<file path="src/rtl/replica_pkg.sv">
// replica_pkg: shared types for the replica route RAM, its command bus and the
// tour-length evaluator (replica_distance). city_num is the tour size and must
// be at least 2.
package replica_pkg;

    localparam int city_num = 4;
    localparam int city_w   = $clog2(city_num);
    localparam int dist_w   = 16;
    localparam int total_w  = dist_w + $clog2(city_num);

    // City index as streamed by the route RAM.
    typedef logic [city_w-1:0] replica_data;

    // Sum of city_num edges of dist_w bits each; cannot overflow.
    typedef logic [total_w-1:0] total_data;

    // Command bus shared with the route RAM; anything but NOP starts an evaluation.
    typedef enum logic [1:0] {
        NOP       = 2'd0,
        CMD_READ  = 2'd1,
        CMD_WRITE = 2'd2,
        CMD_SWAP  = 2'd3
    } replica_command;

    // Evaluator FSM states.
    typedef enum logic [2:0] {
        ST_IDLE  = 3'd0,
        ST_WAIT  = 3'd1,
        ST_RUN   = 3'd2,
        ST_CLOSE = 3'd3,
        ST_DRAIN = 3'd4
    } dist_state_e;

    localparam replica_data last_idx = replica_data'(city_num - 1);

    // Flat index into the city_num x city_num distance table.
    typedef logic [$clog2(city_num * city_num)-1:0] cell_idx_t;

    function automatic cell_idx_t cell_index(input replica_data row, input replica_data col);
        return cell_idx_t'(cell_idx_t'(row) * cell_idx_t'(city_num) + cell_idx_t'(col));
    endfunction

endpackage

</file>
<file path="src/rtl/distance_table.sv">
// distance_table: city_num x city_num simple dual-port RAM. Synchronous write
// port, registered read port with one cycle of latency. A read and a write of
// the same cell in one cycle return the old contents. Contents are never reset.
module distance_table
    import replica_pkg::*;
#(
    parameter int DIST_W = dist_w
) (
    input  logic              clk,
    input  logic              reset,
    input  logic              we,
    input  replica_data       wa,
    input  replica_data       wb,
    input  logic [DIST_W-1:0] wdata,
    input  replica_data       ra,
    input  replica_data       rb,
    output logic [DIST_W-1:0] rdata
);

    logic [DIST_W-1:0] mem_q [city_num * city_num];
    logic [DIST_W-1:0] rd_data_q;
    logic [DIST_W-1:0] rd_data_d;
    cell_idx_t         wr_idx_s;
    cell_idx_t         rd_idx_s;

    // Address decode and read-data selection.
    always_comb begin
        wr_idx_s  = cell_index(wa, wb);
        rd_idx_s  = cell_index(ra, rb);
        rd_data_d = mem_q[rd_idx_s];
    end

    // Table storage; contents survive reset so the host loads it only once.
    always_ff @(posedge clk) begin
        if (we) begin
            mem_q[wr_idx_s] <= wdata;
        end
    end

    // Registered read port; samples pre-write contents on a same-cell collision.
    always_ff @(posedge clk) begin
        if (reset) begin
            rd_data_q <= '0;
        end else begin
            rd_data_q <= rd_data_d;
        end
    end

    assign rdata = rd_data_q;

endmodule

</file>
<file path="src/rtl/replica_distance.sv">
// replica_distance: computes the closed tour length of the route streamed out of
// a replica's route RAM, using a host-loaded distance table. Reports the result
// with a one-cycle dist_valid strobe.
// Optional feature macro: REPLICA_DIST_BEST_EN adds a running-minimum `best`
// output updated alongside `total`.
module replica_distance
    import replica_pkg::*;
#(
    parameter int DIST_W = dist_w
) (
    input  logic              clk,
    input  logic              reset,
    input  replica_command    command,
    input  replica_data       in_data,
    input  logic              dist_we,
    input  replica_data       dist_wa,
    input  replica_data       dist_wb,
    input  logic [DIST_W-1:0] dist_wdata,
    output logic              busy,
    output logic              dist_valid,
    output total_data         total
`ifdef REPLICA_DIST_BEST_EN
    ,
    output total_data         best
`endif
);

    dist_state_e       state_q, state_d;
    replica_data       k_q, k_d;
    logic              drain_q, drain_d;
    replica_data       first_q, first_d;
    replica_data       prev_q, prev_d;
    logic              rd_pend_q, rd_pend_d;
    total_data         acc_q, acc_d;
    logic              busy_q, busy_d;
    logic              dist_valid_q, dist_valid_d;
    total_data         total_q, total_d;

    logic              rd_issue_s;
    replica_data       rd_col_s;
    logic [DIST_W-1:0] rd_data_s;

    distance_table #(
        .DIST_W (DIST_W)
    ) u_table (
        .clk   (clk),
        .reset (reset),
        .we    (dist_we),
        .wa    (dist_wa),
        .wb    (dist_wb),
        .wdata (dist_wdata),
        .ra    (prev_q),
        .rb    (rd_col_s),
        .rdata (rd_data_s)
    );

    // FSM and datapath state registers with synchronous reset.
    always_ff @(posedge clk) begin
        if (reset) begin
            state_q      <= ST_IDLE;
            k_q          <= '0;
            drain_q      <= 1'b0;
            first_q      <= '0;
            prev_q       <= '0;
            rd_pend_q    <= 1'b0;
            acc_q        <= '0;
            busy_q       <= 1'b0;
            dist_valid_q <= 1'b0;
            total_q      <= '0;
        end else begin
            state_q      <= state_d;
            k_q          <= k_d;
            drain_q      <= drain_d;
            first_q      <= first_d;
            prev_q       <= prev_d;
            rd_pend_q    <= rd_pend_d;
            acc_q        <= acc_d;
            busy_q       <= busy_d;
            dist_valid_q <= dist_valid_d;
            total_q      <= total_d;
        end
    end

    // Next-state logic. WAIT spans the single cycle between the accepted
    // command and route element 0 arriving; DRAIN covers the last read's latency
    // plus the cycle in which the result is presented.
    always_comb begin
        state_d = state_q;
        case (state_q)
            ST_IDLE: begin
                if (command != NOP) begin
                    state_d = ST_WAIT;
                end else begin
                    state_d = ST_IDLE;
                end
            end
            ST_WAIT: state_d = ST_RUN;
            ST_RUN: begin
                if (k_q == last_idx) begin
                    state_d = ST_CLOSE;
                end else begin
                    state_d = ST_RUN;
                end
            end
            ST_CLOSE: state_d = ST_DRAIN;
            ST_DRAIN: begin
                if (drain_q == 1'b1) begin
                    state_d = ST_IDLE;
                end else begin
                    state_d = ST_DRAIN;
                end
            end
            default: state_d = ST_IDLE;
        endcase
    end

    // Datapath: route capture, table read issue, accumulation and result outputs.
    always_comb begin
        k_d          = k_q;
        drain_d      = drain_q;
        first_d      = first_q;
        prev_d       = prev_q;
        rd_issue_s   = 1'b0;
        rd_col_s     = first_q;
        dist_valid_d = 1'b0;
        total_d      = total_q;
        busy_d       = (state_d != ST_IDLE);
        // A read issued last cycle has its data on the RAM output now.
        if (rd_pend_q) begin
            acc_d = acc_q + total_data'(rd_data_s);
        end else begin
            acc_d = acc_q;
        end

        case (state_q)
            ST_IDLE: begin
                k_d     = '0;
                drain_d = 1'b0;
                if (command != NOP) begin
                    acc_d = '0;
                end else begin
                    acc_d = acc_q;
                end
            end
            ST_WAIT: begin
                k_d = '0;
            end
            ST_RUN: begin
                k_d    = k_q + replica_data'(1);
                prev_d = in_data;
                if (k_q == '0) begin
                    first_d = in_data;
                end else begin
                    rd_issue_s = 1'b1;
                    rd_col_s   = in_data;
                end
            end
            ST_CLOSE: begin
                // Closing edge: last city back to the first.
                rd_issue_s = 1'b1;
                rd_col_s   = first_q;
            end
            ST_DRAIN: begin
                drain_d = drain_q + 1'b1;
                if (drain_q == 1'b0) begin
                    dist_valid_d = 1'b1;
                    total_d      = acc_d;
                end else begin
                    dist_valid_d = 1'b0;
                end
            end
            default: begin
                k_d = '0;
            end
        endcase

        rd_pend_d = rd_issue_s;
    end

    assign busy       = busy_q;
    assign dist_valid = dist_valid_q;
    assign total      = total_q;

`ifdef REPLICA_DIST_BEST_EN
    total_data best_q, best_d;

    // Running minimum of completed tour lengths, updated with `total`.
    always_comb begin
        if (dist_valid_d && (total_d < best_q)) begin
            best_d = total_d;
        end else begin
            best_d = best_q;
        end
    end

    // Best-so-far register; reset to all-ones so the first result always wins.
    always_ff @(posedge clk) begin
        if (reset) begin
            best_q <= '1;
        end else begin
            best_q <= best_d;
        end
    end

    assign best = best_q;
`endif

endmodule

</file>
<file path="config.mk">
export PLATFORM = sky130hd
export DESIGN_NAME = replica_distance
export DESIGN_NICKNAME = d
export VERILOG_FILES = /design/src/rtl/replica_pkg.sv /design/src/rtl/distance_table.sv /design/src/rtl/replica_distance.sv
export SDC_FILE = /design/constraint.sdc
export NUM_CORES = 1
export LEC_CHECK = 0
export ABC_AREA = 1
export CORE_ASPECT_RATIO = 0.75
export CORE_MARGIN = 2
export CORE_UTILIZATION = 60
export DETAILED_ROUTE_END_ITERATION = 7
export DONT_BUFFER_PORTS = 1
export PLACE_DENSITY = 0.76
export SKIP_CTS_REPAIR_TIMING = 1
export SYNTH_ARGS = -nofsm -noshare
export SYNTH_HDL_FRONTEND = slang
export SYNTH_SLANG_ARGS = --single-unit
export TNS_END_PERCENT = 1
</file>
<file path="constraint.sdc">
create_clock -name clk -period 4.75 [get_ports clk]
set_input_delay 0.475 -clock clk [delete_from_list [all_inputs] [get_ports clk]]
set_output_delay 0.475 -clock clk [all_outputs]
set_load 0.02 [all_outputs]
</file>
=== Word level (Yosys, flattened, before mapping) ===
Memories as Yosys holds them, arrays and structs flattened. A register that Yosys moved wholly into a read port is not among the register bits.
Cells that the tools add are included.

* $add $sub $neg: 5
* Equal/unequal tests: 6
* Multiplexer cells: 16
* Bitwise operators: 2
* Reduce and logical (&&, ||, !) cells: 9

{| class="wikitable"
|+ Operator list
! operator !! count
|-
| two-way mux 18 bit || 3
|-
| adder 18 x 16 -> 18 bit || 1
|-
| case mux 3 bit (5 select lines) || 1
|-
| adder 4 x 2 -> 4 bit || 2
|-
| equality test 3 x 2 -> 1 bit, second input constant || 2
|-
| two-way mux 1 bit || 6
|-
| two-way mux 2 bit || 2
|-
| case mux 1 bit (2 select lines) || 2
|-
| case mux 2 bit (2 select lines) || 1
|-
| AND reduction 2 bit || 2
|-
| nonzero test 2 bit || 2
|-
| OR reduction 2 bit || 2
|-
| equality test 3 x 1 -> 1 bit, second input constant || 1
|-
| equality test 3 bit, second input constant || 1
|-
| zero test 3 bit || 1
|-
| two-way mux 3 bit || 1
|-
| nonzero test 3 bit || 1
|-
| adder 2 x 1 -> 2 bit, second input constant || 1
|-
| equality test 2 bit, second input constant || 1
|-
| zero test 2 bit || 1
|-
| != test 2 bit, second input constant || 1
|-
| inverter 1 bit || 2
|-
| adder 1 bit, second input constant || 1
|}

* Flip-flop bits (word level): 49
* Bits in writable memories: 256
* Input port bits: 27
* Output and inout port bits: 20
* Logic and storage cells: 49
* Memories kept: 1

{| class="wikitable"
|+ Memories
! name !! words !! bits a word !! rd ports !! clocked after Yosys merged registers in !! wr ports !! RTL line !! text
|-
| u_table.mem_q || 16 || 16 || 1 || 1 || 1 || distance_table.sv:20 || <nowiki>logic [DIST_W-1:0] mem_q [city_num * city_num];</nowiki>
|}

=== Longest topological paths before layout ===
Gate-level depths: netlist of run 1.

* Word-level depth: 4
* Mapped depth: 15
* Mapped depth without buffers: 15

=== By module ===
From an unflattened synthesis of run 1, not the netlist that was laid out.

* Cell total of the unflattened synthesis: 1540
* Area total of the unflattened synthesis: 14311.2 µm²

{| class="wikitable"
|+ Modules (own cells, without submodules)
! module !! times used !! cells an instance !! area an instance (µm²)
|-
| distance_table || 1 || 1044 || 11214.5
|-
| replica_distance || 1 || 496 || 3096.7
|}

=== Worst setup path after synthesis of run 1 ===
Ideal clock, no wire load.

* Path type: flip-flop to flip-flop
* Start: register acc_q[0]
* End: register total_q[16], in the netlist total[16]
* Setup time: 115 ps
* Arrival: 1777 ps
* Required time: 4635 ps
* Setup slack: 2858 ps
* Stages on the path, launching flop included: 16
* Cells stage by stage: dfxtp_1 ha_1 inv_1 fa_1 inv_1 nand3_1 nand2_1 nand3_1 nand2_1 nand2_1 nand2_1 nand2_1 nand2_1 nand2_1 o21ai_0 inv_1

* Cells in the longest elaborated chain, start to end: 2

{| class="wikitable"
|+ Ends and longest elaborated chain
! item !! RTL line !! text
|-
| from (decl) || replica_distance.sv:34 || <nowiki>total_data acc_q, acc_d;</nowiki>
|-
| from (signal assigned) || replica_distance.sv:66 || <nowiki>acc_q <= '0;</nowiki>
|-
| from (signal assigned) || replica_distance.sv:77 || <nowiki>acc_q <= acc_d;</nowiki>
|-
| adder 18 x 16 -> 18 bit || replica_distance.sv:130 || <nowiki>acc_d = acc_q + total_data'(rd_data_s);</nowiki>
|-
| two-way mux 18 bit || replica_distance.sv:129 || <nowiki>if (rd_pend_q) begin</nowiki>
|-
| to (signal assigned) || replica_distance.sv:80 || <nowiki>total_q <= total_d;</nowiki>
|-
| to (decl) || replica_distance.sv:37 || <nowiki>total_data total_q, total_d;</nowiki>
|}

No other way between the ends.
A chain may end at the register's enable or synchronous reset.

=== Worst setup path after layout of run 1 ===
* Start: register k_q[0]
* End: register u_table.rd_data_q[2], in the netlist u_table.rdata[2] (read register of u_table.mem_q)

* Cells in the longest elaborated chain, start to end: 4

{| class="wikitable"
|+ Ends and longest elaborated chain
! item !! RTL line !! text
|-
| from (decl) || replica_distance.sv:29 || <nowiki>replica_data k_q, k_d;</nowiki>
|-
| from (signal assigned) || replica_distance.sv:72 || <nowiki>k_q <= k_d;</nowiki>
|-
| zero test 2 bit || replica_distance.sv:151 || <nowiki>if (k_q == '0) begin</nowiki>
|-
| two-way mux 2 bit || replica_distance.sv:151 ||
|-
| two-way mux 2 bit || replica_distance.sv:135 || <nowiki>case (state_q)</nowiki>
|-
| adder 4 x 2 -> 4 bit || replica_pkg.sv:40 || <nowiki>return cell_idx_t'(cell_idx_t'(row) * cell_idx_t'(city_num) + cell_idx_t'(col));</nowiki>
|-
| to (decl) || distance_table.sv:21 || <nowiki>logic [DIST_W-1:0] rd_data_q;</nowiki>
|}

No other way between the ends.

==> impl_metrics.yaml, run 1 <==
clocking:
  cts_buffers: 30
  clk_pin_slew_ps: 60
  cts.sink_count: 321
  cts_root_buffer: "clkbuf_16"
  cts_tree: "yes"
  htree_levels: 1
  clk_latency_ps: 550
  ctsLongestPathBuffers: 3
global_routing:
  grt_max_degree: 177
  grt_use_total: 0.2736
  grt_pass1_vias: 9175
  grt.overflow.total: 0
  grt_pass1_wl_um: 51640
  antenna_found_initial: 1
layout:
  layout-drive-gt1-share: 0.07178
  mostFrequentLayoutCells: "nand2_1 (277), edfxtp_1 (256), nand3_1 (199)"
  fin_cells: 1708
  fill_cells: 1714
  nNetsFinal: 1429
  final_common_cell: "nand2_1"
  synthToLayoutAreaGrowth_pct: 9.544
synth:
  synth_area_per_cell_um2: 10.30
  synth-compound-area-share: 0.06584
  async_flop_share: 0
  synth.distinct_cells: 34
  synth_ff_type: "edfxtp_1"
  synth_fa_ha_area_frac: 0.01711
  synth-simple-area-share: 0.2027
  yosysTopAreaCell: "edfxtp_1"
  synth_top_family_by_area: "simple AND/OR/NAND/NOR gates"
  synth_edf_count: 256
  syn_nets: 1437
  synthXorXnorAreaFrac: 0.004279
  ys_ff_latch: 321
  muxShareOfSynthArea: 0
  synth_top_area_frac: 0.5365
  synth.area.top_cells: "edfxtp_1 (54%), dfxtp_1 (9.1%), nand2_1 (7.3%), nand3_1 (7.0%), inv_1 (5.0%)"
  syn-cell-area_um2: 14330
  syn_inst: 1391
  seq_area_frac_synth: 0.6273
  ys_warn_count: 0
sta:
  skew_ps: 10.91
  setup_viol: 0
  maxSlewHeadroom: 0.1242
  finalCritPeriodShare: 0.5810
  finalCriticalPeriod_ps: 2760
  fmax_ghz: 0.3624
  hold_violations: 0
  rsz0062_at_grt: "false"
  slew_violations: 0
  finalSetupTns_ps: 0
  worst_slack_ps: 1990
  worst_pin_slew_ps: 1312
floorplanning:
  rows: 48
  fp.dieH_um: 137.8
  dieArea_um2: 25150
  dieWidth_um: 182.4
  core-area_um2: 23240
  start_util: 0.6165
  pin_count: 47
worst_setup_path:
  cp.buffers_inverters: 2
  worstPathMaxFanout: 176
  slowest_stage: "nand2_8"
  crit_path_frequent_cell: "nand3_1"
  cp_top_family: "simple AND/OR/NAND/NOR gates"
  r2r_end: "u_table.rdata[2]"
  worst-setup-path-type: "reg2reg"
  start_kind: "flip-flop"
  arrival_ps: 3170
  crit_path_max_incr_delay_ps: 670
  reg2reg_from: "k_q[0]"
  cp_cell_sequence: "inv_1 -> ha_1 -> o21ai_0 -> nand2_2 -> nand2_8 -> buf_4 -> nand2_1 -> o211ai_1 -> nand3_1 -> nand3_1 -> a21oi_1"
  worst-r2r-setup-slack_ps: 1990
  reg2regPathDepth: 11
  cp-end-kind: "flip-flop"
  critPathRequiredTime_ps: 5160
power_and_ir_drop:
  ir_worst_vdd_v: 0.0003887
  switchingPower_uw: 1729
  power_density_nw_per_um2: 429.9
  internal_power_uw: 5019
  leakage_uw: 0.006306
  p_clk_frac: 0.388
  p_comb_frac: 0.139
  swShare: 0.2562
  seqPwrFrac: 0.473
job:
  cap_viol_max_count: 0
worst_hold_path:
  holdPathStages: 0
  hold_path_class: "in2reg"
  worst_hold_startpoint: "dist_wdata[1]"
  worstHoldEndpoint: "u_table.mem_q[1][1]"
drt:
  num_vias: 9908
  first_pass_iters: 8
  antenna_left: 0
  detail_route.iter0.violations: 1194
  drcViolationCount: 0
  vias_per_cell: 5.801
  drt_wl_total_um: 34690
  wire_per_inst_um: 20.31
place:
  place_inst: 1637
  dp_hpwl_um: 19460
  place.gp.congestion: 0.9166
  portBuffers: 0
  place_ws_ps: 2068
outcome:
  run_status: "finished clean"
==> kinds of logic after synthesis <==
family                     count (synthesis)
buffers and inverters                    267
AOI/OAI and AO/OA                        153
and+or+nand+nor                          624
DFF                                      321
adders and majority gates                 19
xor gates and xnor gates                   7
==> stage by stage <==
| stage | cell area [um^2] | util | hold WS, ps | power (uW) |
|---|---|---|---|---|
| 2_1_floorplan | 14330 | - | 453.0 | 3959 |
| 3_3_place_gp | 14450 | 0.6217 | 461.0 | 4111 |
| 3_5_place_dp | 14450 | 0.6217 | 466.5 | 4135 |
| 4_1_cts | 15540 | 0.6688 | -19.38 | 6721 |
| 5_1_grt | 15700 | 0.6753 | -0.05246 | 6984 |
| 6_report | 15700 | 0.6753 | 17.14 | 6748 |
==> sequential cells by signal (all words and copies together), names as in the netlist <==
signal and count:
u_table.rdata 16, dist_valid 1, k_q 2, total 18
rd_pend_q 1, drain_q 1, busy 1, u_table.mem_q 256
first_q 2, prev_q 2, acc_q 18, state_q 3
==> metal layers <==
layer,vias up,GRT usage,wire length (um)
li1,4725,-,-
met1,4636,0.3858,14320
met2,476,0.4148,15040
met3,71,0.07164,4181
met4,0,0.09857,1141
met5,-,0,0
==> worst max-delay path by stage <==
stage / to / cells past startpoint / slack (ps) / from
after floorplan: total[16] / 15 / 2860 / acc_q[0]
after global placement: u_table.rdata[12] / 11 / 2160 / k_q[0]
after detailed placement: u_table.rdata[12] / 11 / 2070 / k_q[0]
after CTS: u_table.rdata[2] / 11 / 2040 / k_q[0]
after global routing: u_table.rdata[2] / 11 / 1720 / k_q[0]
final: u_table.rdata[2] / 11 / 1990 / k_q[0]
==> power groups by stage <==
stage,sequential [uW],clock [uW],combinational [uW]
after global placement,3250,0,861
after detailed placement,3250,0,883
after CTS,3190,2640,890
final,3190,2620,936
after floorplan,3220,0,743
after global routing,3200,2750,1040
==> cell usage after synthesis (all sizes together), types with 2 or more instances <==
cell type,instances
inv,193
clkbuf,18
nand3,200
edfxtp,256
xnor2,6
nand3b,67
dfxtp,65
buf,55
nand2,281
a21oi,51
a31oi,3
a21o,2
nor3,4
or2,6
o211ai,64
nor2,65
o21ai,31
ha,18
==> area by class of cell <==
| type | count | area (um^2) | area share |
|---|---|---|---|
| antenna | 1 | 2.502 | 0.0001594 |
| clock buffer | 45 | 888.4 | 0.05660 |
| clock inverter | 11 | 205.2 | 0.01307 |
| inverter | 194 | 728.2 | 0.04639 |
| multi-input combinational | 803 | 4215 | 0.2686 |
| sequential | 321 | 8989 | 0.5727 |
| tap | 300 | 375.4 | 0.02391 |
| timing repair buffer | 33 | 292.8 | 0.01865 |
No activity file was read; power rests on OpenSTA's default activity.
==> run 2: changes to the inputs <==
==> constraint.sdc (replaced) <==
create_clock -name clk -period 2.6 [get_ports clk]
set_input_delay 0.26 -clock clk [delete_from_list [all_inputs] [get_ports clk]]
set_output_delay 0.26 -clock clk [all_outputs]
set_load 0.02 [all_outputs]
==> run 2 against run 1 <==
  * Clock power up 60%
  * Critical endpoint is now u_table.rdata[0]
  * Cell count up 1.2%
  * Critical path depth down 1
  * Core utilization up 0.30 points
  * First-iteration DRC count down 19%
  * Non-clock buffer count up 19
  * Critical path type unchanged
  * Flip-flop and latch count unchanged
  * Clock skew up 13 ps
  * Sequential share of layout area down 0.25 points
  * Cell area up 0.45%
  * Register-to-register slack worse by 1900 ps
==> impl_metrics.yaml, run 2 (same netlist as run 1, synthesis figures left out) <==
clocking:
  cts_buffers: 30
  cts_tree: "yes"
  cts.sink_count: 321
  cts_root_buffer: "clkbuf_16"
  clk_latency_ps: 560
  ctsLongestPathBuffers: 3
  htree_levels: 1
  clk_pin_slew_ps: 60
sta:
  fmax_ghz: 0.4042
  rsz0062_at_grt: "false"
  maxSlewHeadroom: 0.4539
  setup_viol: 0
  hold_violations: 0
  worst_slack_ps: 125.8
  worst_pin_slew_ps: 819.2
  holdWs_ps: 2.158
  slew_violations: 0
  finalCriticalPeriod_ps: 2474
  finalSetupTns_ps: 0
  finalCritPeriodShare: 0.9516
  skew_ps: 24.05
global_routing:
  grt_pass1_vias: 9393
  grt_use_total: 0.2723
  grt_pass1_wl_um: 51580
  antenna_found_initial: 3
  grt.overflow.total: 0
  grt_max_degree: 65
drt:
  vias_per_cell: 5.862
  antenna_left: 0
  first_pass_iters: 6
  wire_per_inst_um: 19.94
  drcViolationCount: 0
  detail_route.iter0.violations: 971
  drt_wl_total_um: 34470
  num_vias: 10140
floorplanning:
  fp.dieH_um: 137.8
  pin_count: 47
  core-area_um2: 23240
  dieArea_um2: 25150
  rows: 48
  start_util: 0.6165
  dieWidth_um: 182.4
worst_setup_path:
  cp_cell_sequence: "inv_1 -> ha_1 -> o21ai_0 -> nand2_2 -> nand2_8 -> buf_12 -> o211ai_1 -> nand3_1 -> nand3_1 -> a21oi_1"
  cp-end-kind: "flip-flop"
  arrival_ps: 2900
  slowest_stage: "dfxtp_1"
  start_kind: "flip-flop"
  crit_path_max_incr_delay_ps: 380
  worst-setup-path-type: "reg2reg"
  crit_path_frequent_cell: "nand3_1"
  critPathRequiredTime_ps: 3030
  worst-r2r-setup-slack_ps: 130
  worstPathMaxFanout: 56
layout:
  final_util: 0.6783
  top_register: "u_table.mem_q"
  layout-drive-gt1-share: 0.07433
  nNetsFinal: 1448
  mostFrequentLayoutCells: "nand2_1 (277), edfxtp_1 (256), nand3_1 (199)"
  synthToLayoutAreaGrowth_pct: 10.03
  largest_reg_flops: 256
  final_common_cell: "nand2_1"
power_and_ir_drop:
  power_density_nw_per_um2: 752.5
  leakage_uw: 0.006344
  ir_worst_vdd_v: 0.0006618
job:
  cap_viol_max_count: 0
place:
  dp_hpwl_um: 19660
  place_ws_ps: 157.3
  place.gp.congestion: 0.9621
  portBuffers: 0
outcome:
  run_status: "finished clean"
worst_hold_path:
  hold_path_class: "in2reg"
[run 2: cell types whose count changed in the layout (fill, tap and decap cells not counted)]
cell / delta
diode_2: +2
buf_16: +1
buf_12: +4
bufinv_16: -4
clkbuf_1: +7
buf_4: +8
clkinv_2: +2
clkinv_1: +1
clkbuf_8: -6
dlygate4sd3_1: +6
[run 2: through the flow]
| step | instance area, um^2 | std cells | power, uW |
|---|---|---|---|
| 2_1_floorplan | 14330 | 1391 | 7232 |
| 3_3_place_gp | 14610 | 1650 | 7591 |
| 3_5_place_dp | 14610 | 1650 | 7635 |
| 4_1_cts | 15540 | 1706 | 11780 |
| 5_1_grt | 15760 | 1726 | 12270 |
| 6_report | 15770 | 1729 | 11860 |
[run 2: cell type report]
cell class / instances / area (um^2)
flip-flops and latches: 321 / 8989
multi-input cells: 803 / 4215
well taps: 300 / 375.4
clock buffers: 46 / 832.0
clock inverters: 10 / 98.84
diodes: 3 / 7.507
inverters: 194 / 728.2
fillers: 1695 / 7476
repair buffers: 52 / 520.5
[run 2: worst paths after layout]
check,cells past startpoint,start,endpoint
hold / removal,4,command[1],state_q[0]
setup / recovery,10,k_q[0],u_table.rdata[0]
hold reg to reg,2,k_q[1],k_q[1]
setup reg to reg,10,k_q[0],u_table.rdata[0]
[run 2: where the power goes]
part           internal [uW]  switching [uW]
sequential              5710             110
combinational            574            1270
clock                   2390            1800
total                   8680            3180
[run 2: critical path: cells and delay by family (launching register included)]
| kind | cells | cell delay, ps |
|---|---|---|
| and+or+nand+nor | 4 | 640 |
| DFF | 1 | 380 |
| adders and majority gates | 1 | 250 |
| buffers and inverters | 2 | 350 |
| AOI/OAI and AO/OA | 3 | 660 |
[run 2: metal layers]
layer  up-vias  share of wire  global-route usage
met4         4          0.026             0.08826
met3        72          0.097             0.05604
met1      4790           0.42              0.3708
met5         -        0.00081                   0
met2       508           0.46              0.4447
li1       4762              -                   -
